File: src/rtl/core_pkg.sv
// Shared definitions for the core instruction interface and the program issuer.
package core_pkg;

   localparam int unsigned INSTR_W = 16;
   localparam logic [INSTR_W-1:0] NOP_INSTR = 16'h0000;

   typedef logic [3:0] opcode_t;

   typedef enum logic [1:0] {
      IDLE   = 2'd0,
      LOAD   = 2'd1,
      LOADED = 2'd2,
      RUN    = 2'd3
   } issuer_state_t;

   // Opcode lives in the top nibble of every instruction word.
   function automatic opcode_t instr_opcode(input logic [INSTR_W-1:0] word);
      return word[INSTR_W-1:INSTR_W-4];
   endfunction

endpackage

File: src/rtl/instr_issuer_if.sv
// Host load port plus core instruction port of the issuer.
// Carries loop_count only when ISSUER_LOOP_EN is defined.
interface instr_issuer_if
   import core_pkg::*;
#(
   parameter int unsigned DEPTH = 32
);
   localparam int unsigned LEN_W = $clog2(DEPTH + 1);

   logic               load_valid;
   logic [INSTR_W-1:0] load_instr;
   logic               load_last;
   logic               load_ready;
   logic               start;
   logic               hold;
`ifdef ISSUER_LOOP_EN
   logic [7:0]         loop_count;
`endif
   logic               instr_valid;
   logic [INSTR_W-1:0] instr;
   logic               busy;
   logic               done;
   logic [LEN_W-1:0]   prog_len;

   modport master (
      output load_valid, load_instr, load_last, start, hold,
`ifdef ISSUER_LOOP_EN
      output loop_count,
`endif
      input  load_ready, instr_valid, instr, busy, done, prog_len
   );

   modport slave (
      input  load_valid, load_instr, load_last, start, hold,
`ifdef ISSUER_LOOP_EN
      input  loop_count,
`endif
      output load_ready, instr_valid, instr, busy, done, prog_len
   );

endinterface

File: src/rtl/issuer_prog_mem.sv
// Program store: synchronous write, asynchronous read.
module issuer_prog_mem
   import core_pkg::*;
#(
   parameter int unsigned DEPTH = 32,
   parameter int unsigned AW    = $clog2(DEPTH)
) (
   input  logic               clock,
   input  logic               we,
   input  logic [AW-1:0]      waddr,
   input  logic [INSTR_W-1:0] wdata,
   input  logic [AW-1:0]      raddr,
   output logic [INSTR_W-1:0] rdata
);

   logic [INSTR_W-1:0] mem_q [DEPTH];

   always_ff @(posedge clock) begin
      if (we) mem_q[waddr] <= wdata;
   end

   assign rdata = mem_q[raddr];

endmodule

File: src/rtl/instr_issuer.sv
// Program buffer and sequencer feeding the core's instruction port.
// ISSUER_LOOP_EN adds loop_count: the program repeats loop_count+1 times.
module instr_issuer
   import core_pkg::*;
#(
   parameter int unsigned DEPTH = 32,
   parameter int unsigned LEN_W = $clog2(DEPTH + 1)
) (
   input  logic           clock,
   input  logic           reset,
   instr_issuer_if.slave  bus
);

   localparam int unsigned AW = $clog2(DEPTH);

   issuer_state_t      state_q, state_d;
   logic [AW-1:0]      wr_ptr_q, wr_ptr_d;
   logic [LEN_W-1:0]   rd_ptr_q, rd_ptr_d;
   logic [LEN_W-1:0]   prog_len_q, prog_len_d;
   logic               instr_valid_q, instr_valid_d;
   logic [INSTR_W-1:0] instr_q, instr_d;
   logic               busy_q, busy_d;
   logic               done_q, done_d;
   logic               load_ready_q, load_ready_d;
`ifdef ISSUER_LOOP_EN
   logic [7:0]         loop_q, loop_d;
   logic [7:0]         loops_left;
`endif

   logic               beat;
   logic               issue;
   logic [LEN_W-1:0]   rd_next;
   logic               mem_we;
   logic [AW-1:0]      mem_waddr;
   logic [AW-1:0]      mem_raddr;
   logic [INSTR_W-1:0] mem_rdata;

   issuer_prog_mem #(.DEPTH(DEPTH)) u_mem (
      .clock (clock),
      .we    (mem_we),
      .waddr (mem_waddr),
      .wdata (bus.load_instr),
      .raddr (mem_raddr),
      .rdata (mem_rdata)
   );

   always_comb begin
      state_d       = state_q;
      wr_ptr_d      = wr_ptr_q;
      rd_ptr_d      = rd_ptr_q;
      prog_len_d    = prog_len_q;
      instr_valid_d = 1'b0;
      instr_d       = NOP_INSTR;
      done_d        = 1'b0;
      mem_we        = 1'b0;
      mem_waddr     = wr_ptr_q;
      mem_raddr     = rd_ptr_q[AW-1:0];
      issue         = 1'b0;
      rd_next       = '0;
`ifdef ISSUER_LOOP_EN
      loop_d        = loop_q;
      loops_left    = (state_q == RUN) ? loop_q : bus.loop_count;
`endif
      beat          = bus.load_valid && load_ready_q;

      case (state_q)
         IDLE, LOADED: begin
            if (beat) begin
               // A new first word always restarts the program at slot 0.
               mem_we     = 1'b1;
               mem_waddr  = '0;
               wr_ptr_d   = AW'(1);
               prog_len_d = LEN_W'(1);
               state_d    = bus.load_last ? LOADED : LOAD;
            end else if (state_q == LOADED && bus.start) begin
               // The start cycle already issues word 0 so it lands one cycle later.
               state_d   = RUN;
               rd_ptr_d  = '0;
               mem_raddr = '0;
               issue     = !bus.hold;
`ifdef ISSUER_LOOP_EN
               loop_d    = bus.loop_count;
`endif
            end
         end
         LOAD: begin
            if (beat) begin
               mem_we     = 1'b1;
               wr_ptr_d   = wr_ptr_q + AW'(1);
               prog_len_d = prog_len_q + LEN_W'(1);
               if (bus.load_last || wr_ptr_q == AW'(DEPTH - 1)) state_d = LOADED;
            end
         end
         RUN: begin
            if (rd_ptr_q == prog_len_q) begin
               state_d = LOADED;
               done_d  = 1'b1;
            end else begin
               issue = !bus.hold;
            end
         end
         default: state_d = IDLE;
      endcase

      if (issue) begin
         instr_valid_d = 1'b1;
         instr_d       = mem_rdata;
         rd_next       = LEN_W'(mem_raddr) + LEN_W'(1);
         rd_ptr_d      = rd_next;
`ifdef ISSUER_LOOP_EN
         // Wrap straight back to word 0 while passes remain, no bubble.
         if (rd_next == prog_len_q && loops_left != 8'd0) begin
            rd_ptr_d = '0;
            loop_d   = loops_left - 8'd1;
         end
`endif
      end

      busy_d       = (state_d == RUN);
      load_ready_d = (state_d != RUN);
   end

   always_ff @(posedge clock) begin
      if (reset) begin
         state_q       <= IDLE;
         wr_ptr_q      <= '0;
         rd_ptr_q      <= '0;
         prog_len_q    <= '0;
         instr_valid_q <= 1'b0;
         instr_q       <= NOP_INSTR;
         busy_q        <= 1'b0;
         done_q        <= 1'b0;
         load_ready_q  <= 1'b1;
`ifdef ISSUER_LOOP_EN
         loop_q        <= 8'd0;
`endif
      end else begin
         state_q       <= state_d;
         wr_ptr_q      <= wr_ptr_d;
         rd_ptr_q      <= rd_ptr_d;
         prog_len_q    <= prog_len_d;
         instr_valid_q <= instr_valid_d;
         instr_q       <= instr_d;
         busy_q        <= busy_d;
         done_q        <= done_d;
         load_ready_q  <= load_ready_d;
`ifdef ISSUER_LOOP_EN
         loop_q        <= loop_d;
`endif
      end
   end

   assign bus.load_ready  = load_ready_q;
   assign bus.instr_valid = instr_valid_q;
   assign bus.instr       = instr_q;
   assign bus.busy        = busy_q;
   assign bus.done        = done_q;
   assign bus.prog_len    = prog_len_q;

endmodule

File: src/flat_wrapper.sv
// flat-port wrapper written by rule: the top's interface ports become plain ports
module instr_issuer_flat import core_pkg::*;
#(
   parameter int unsigned DEPTH = 32,
   parameter int unsigned LEN_W = $clog2(DEPTH + 1)
)
  (clock, reset, bus_load_valid, bus_load_instr, bus_load_last, bus_start, bus_hold, bus_load_ready, bus_instr_valid, bus_instr, bus_busy, bus_done, bus_prog_len);
  instr_issuer_if #(.DEPTH(DEPTH)) bus_i ();
  input  logic clock;
  input  logic reset;
  input wire logic [$bits(bus_i.load_valid)-1:0] bus_load_valid;
  input wire logic [$bits(bus_i.load_instr)-1:0] bus_load_instr;
  input wire logic [$bits(bus_i.load_last)-1:0] bus_load_last;
  input wire logic [$bits(bus_i.start)-1:0] bus_start;
  input wire logic [$bits(bus_i.hold)-1:0] bus_hold;
  output wire logic [$bits(bus_i.load_ready)-1:0] bus_load_ready;
  output wire logic [$bits(bus_i.instr_valid)-1:0] bus_instr_valid;
  output wire logic [$bits(bus_i.instr)-1:0] bus_instr;
  output wire logic [$bits(bus_i.busy)-1:0] bus_busy;
  output wire logic [$bits(bus_i.done)-1:0] bus_done;
  output wire logic [$bits(bus_i.prog_len)-1:0] bus_prog_len;
  assign bus_i.load_valid = bus_load_valid;
  assign bus_i.load_instr = bus_load_instr;
  assign bus_i.load_last = bus_load_last;
  assign bus_i.start = bus_start;
  assign bus_i.hold = bus_hold;
  assign bus_load_ready = bus_i.load_ready;
  assign bus_instr_valid = bus_i.instr_valid;
  assign bus_instr = bus_i.instr;
  assign bus_busy = bus_i.busy;
  assign bus_done = bus_i.done;
  assign bus_prog_len = bus_i.prog_len;
  instr_issuer #(.DEPTH(DEPTH), .LEN_W(LEN_W)) u_core (.clock(clock), .reset(reset), .bus(bus_i));
endmodule
File: config.mk
export PLATFORM = sky130hd
export DESIGN_NAME = instr_issuer_flat
export DESIGN_NICKNAME = d
export VERILOG_FILES = /design/src/rtl/core_pkg.sv /design/src/rtl/instr_issuer_if.sv /design/src/rtl/issuer_prog_mem.sv /design/src/rtl/instr_issuer.sv /design/src/flat_wrapper.sv
export SDC_FILE = /design/constraint.sdc
export NUM_CORES = 1
export LEC_CHECK = 0
export CAP_MARGIN = 20
export CORE_ASPECT_RATIO = 0.8
export CORE_MARGIN = 2
export CORE_UTILIZATION = 45
export DETAILED_ROUTE_END_ITERATION = 10
export DONT_BUFFER_PORTS = 1
export GPL_TIMING_DRIVEN = 1
export PLACE_DENSITY_LB_ADDON = 0.3
export SYNTH_ARGS = -nofsm -noshare
export SYNTH_HDL_FRONTEND = slang
export SYNTH_SLANG_ARGS = --single-unit
File: constraint.sdc
create_clock -name clock -period 4.7 [get_ports clock]
set_input_delay 0.94 -clock clock [delete_from_list [all_inputs] [get_ports clock]]
set_output_delay 0.94 -clock clock [all_outputs]
set_load 0.1 [all_outputs]
==> results.cfg <==
[status]
run_status = finished clean

[synthesis]
synth_largest_area_cell = edfxtp_1
yosysMostFrequentCell = edfxtp_1
synth_edf_count = 512
yosys.area.top_type_share_pct = 70.3
synthMuxAreaShare_pct = 6.58
ys_seq_area_share_pct = 73.9
synth-compound-area-share_pct = 11.2
synth_ff_type = edfxtp_1
synth_top_family_by_area = compound AO/OA/AOI/OAI gates
synth_area_mm2 = 0.0219
ys_seq_elements = 551
syn_nets = 1411
synthTopCellsByArea = edfxtp_1 70%, dfxtp_1 3.6%, mux2_2 2.5%
syn_avg_cell_area_um2 = 15.8
synthTopCellsByCount = 512 x edfxtp_1, 107 x nor2_1, 72 x nand2_1
synthArstFlopShare_pct = 0
synth-xor-area-share_pct = 0.641
synth-simple-area-share_pct = 4.90
ys_warn_count = 0
netlist_instances = 1385
synthAdderAreaFrac_pct = 0.229
synth_cell_types = 56

[timing]
holdWs_ns = 0.418
drv_slew = 0
period_share_pct = 73.3
tightest_slew_ns = 1.15
maxSlewHeadroom_pct = 23.2
fmax_mhz = 290
final.setup.tns_ns = 0
fin_skew_ns = 0.0177
min_period_ns = 3.44
rsz0062_at_grt = no
hold_viol_final = 0
setup_viol = 0

[finish]
areaGrowthSynthToFinish_pct = 11.1
final_layout_size_suffix_gt1_share_pct = 15.4
fin_nets = 1425
design_area_mm2 = 0.0243

[placement]
dp_hpwl_um = 34700
port_buffers = 0
finalWeightedCongestion = 0.866
dpl-instance-area_mm2 = 0.0226

[power_and_ir_drop]
clkPwrFrac_pct = 42.4
netSwitchingPower_w = 0.00198
swShare_pct = 20.2
p_seq_share_pct = 55.1
p_comb_share_pct = 2.5
internal_power_w = 0.00784
leakage_nw = 7.59
ir_worst_vdd_v = 0.000328
power_density_mw_per_mm2 = 404

[detailed_routing]
drc = 0
first_iter_violations = 1877
vias = 12733
vias_per_cell = 6.15
drt-total-wl_um = 58100
ant_nets = 0
post_drt_wl_per_cell_um = 28.1
firstDrtPassIters = 6

[setup_path]
reg2reg_slack_ns = 1.26
startpoint = u_core.bus.load_ready
start_kind = register
cp-endpoint = u_core.bus.instr[11]
worstSetupEndpointType = register
worstSetupPathType = register to register
crit_path_max_fanout = 38
r2r_start = u_core.bus.load_ready
critPathRequiredTime_ns = 5.17
critPathArrivalTime_ns = 3.91
rr_worst_depth = 7
rr_endpoint = u_core.bus.instr[11]

[global_route]
grt_pass1_vias = 12191
grt_max_degree = 63
grt_pass1_wl_um = 84200
grt_overflow = 0
grt_usage_pct = 23.0
antenna_found_initial = 2

[die]
fp.dieArea_mm2 = 0.0504
core_mm2 = 0.0481
dieWidth_um = 250
fp.dieH_um = 201
core.rowCount = 72
pin_count = 48
start_util_pct = 45.4

[run]
max-cap-violations = 0

[clocking]
cts-resized-gates = 0
cts.clk_slew.worst_paths_ns = 0.07
cts-root-buf = clkbuf_16
htree_num_levels = 2
cts_made_buffers = 50
postCtsHoldBufs = 0
cts_tree = built
clk_latency_ns = 0.59
ctsLongestPathBuffers = 3
cts.sinks = 551
cts_setup_buffers = 0

[worst_hold_path]
hold_path.class = input port to register
[metal layers]
metal  track usage, %  vias to the layer above  wire length, µm
met5                0                        -               18
met4             4.83                        2             1050
met3             5.37                       75             5430
met2             34.4                      581            25900
met1             34.4                     6533            25700
li1                 -                     5542                -
[worst min-delay path by stage]
stage	from	to	cells after the start
finish	reset	u_core.wr_ptr_q[0]	1
global route	reset	u_core.rd_ptr_q[2]	1
CTS	reset	u_core.state_q[0]	1
detailed placement	u_core.rd_ptr_q[5]	u_core.rd_ptr_q[5]	2
global placement	u_core.rd_ptr_q[5]	u_core.rd_ptr_q[5]	2
floorplan	u_core.rd_ptr_q[5]	u_core.rd_ptr_q[5]	2
[placed cells by master, fill, tap and decap left out, types with 17 or more instances in the layout]
cell type / synthesis / layout
mux4_2: 18 / 18
a221oi_1: 45 / 45
o21ai_0: 34 / 34
a21oi_1: 68 / 68
mux2_2: 49 / 49
nand2_1: 72 / 71
inv_1: 19 / 19
a2bb2oi_1: 31 / 31
clkbuf_16: 0 / 51
edfxtp_1: 512 / 512
mux2i_1: 48 / 48
o22ai_1: 31 / 31
nor3_1: 34 / 33
a211oi_1: 28 / 28
buf_4: 11 / 55
a31oi_1: 17 / 17
dfxtp_1: 39 / 37
nor2_1: 107 / 107
[critical path, stage by stage (launching register included)]
cell and delay (ns):
dfxtp_1 0.32, buf_4 0.32, a21oi_1 0.19, nand2_2 0.62, nand2_1 0.64, a211oi_1 0.70
nor3_1 0.22, a211oi_1 0.31
[layout make-up]
type                    count  area (µm²)
fillers                  3993       23800
diodes                      1        2.50
repair buffers             56         427
well taps                 629         787
clock buffers              69        1410
multi-input cells         718        5150
inverters                  22        82.6
clock inverters            24         265
flip-flops and latches    551       16200
[logic make-up (layout without fill, tap and decap cells)]
| logic type | count (synthesis) | in the layout |
|---|---|---|
| AOI/OAI and AO/OA | 336 | 336 |
| other | 0 | 1 |
| and+or+nand+nor | 247 | 247 |
| xor gates and xnor gates | 16 | 16 |
| muxes | 115 | 115 |
| buffers and inverters | 116 | 171 |
| DFF | 551 | 551 |
| adders and majority gates | 4 | 4 |
[through the flow]
stage                     std cells  worst slack [ns]  util (%)  total power [W]
final                          2070              1.26      50.5          0.00982
after global routing           2069              1.13      50.5           0.0101
after CTS                      2067              1.33      50.4          0.00987
after detailed placement       1974              1.06      46.9          0.00576
after global placement         1974              1.07      46.9          0.00575
after floorplan                1385              1.70         -          0.00569
[power by group through the flow]
stage | registers, W | clock network [W] | logic (W)
final | 0.00541 | 0.00417 | 0.000246
after detailed placement | 0.00551 | 0 | 0.000245
after global placement | 0.00551 | 0 | 0.000241
after CTS | 0.00541 | 0.00422 | 0.000246
after floorplan | 0.00551 | 0 | 0.000180
after global routing | 0.00540 | 0.00441 | 0.000262
[registers in the layout (all words and copies together) (netlist names)]
name / count
u_core.wr_ptr_q: 5
u_core.rd_ptr_q: 6
u_core.u_mem.mem_q: 512
u_core.bus.prog_len: 6
u_core.bus.load_ready: 1
u_core.bus.instr: 16
u_core.state_q: 2
u_core.bus.done: 1
u_core.bus.instr_valid: 1
u_core.bus.busy: 1
Power figures use the tool's default switching activity.
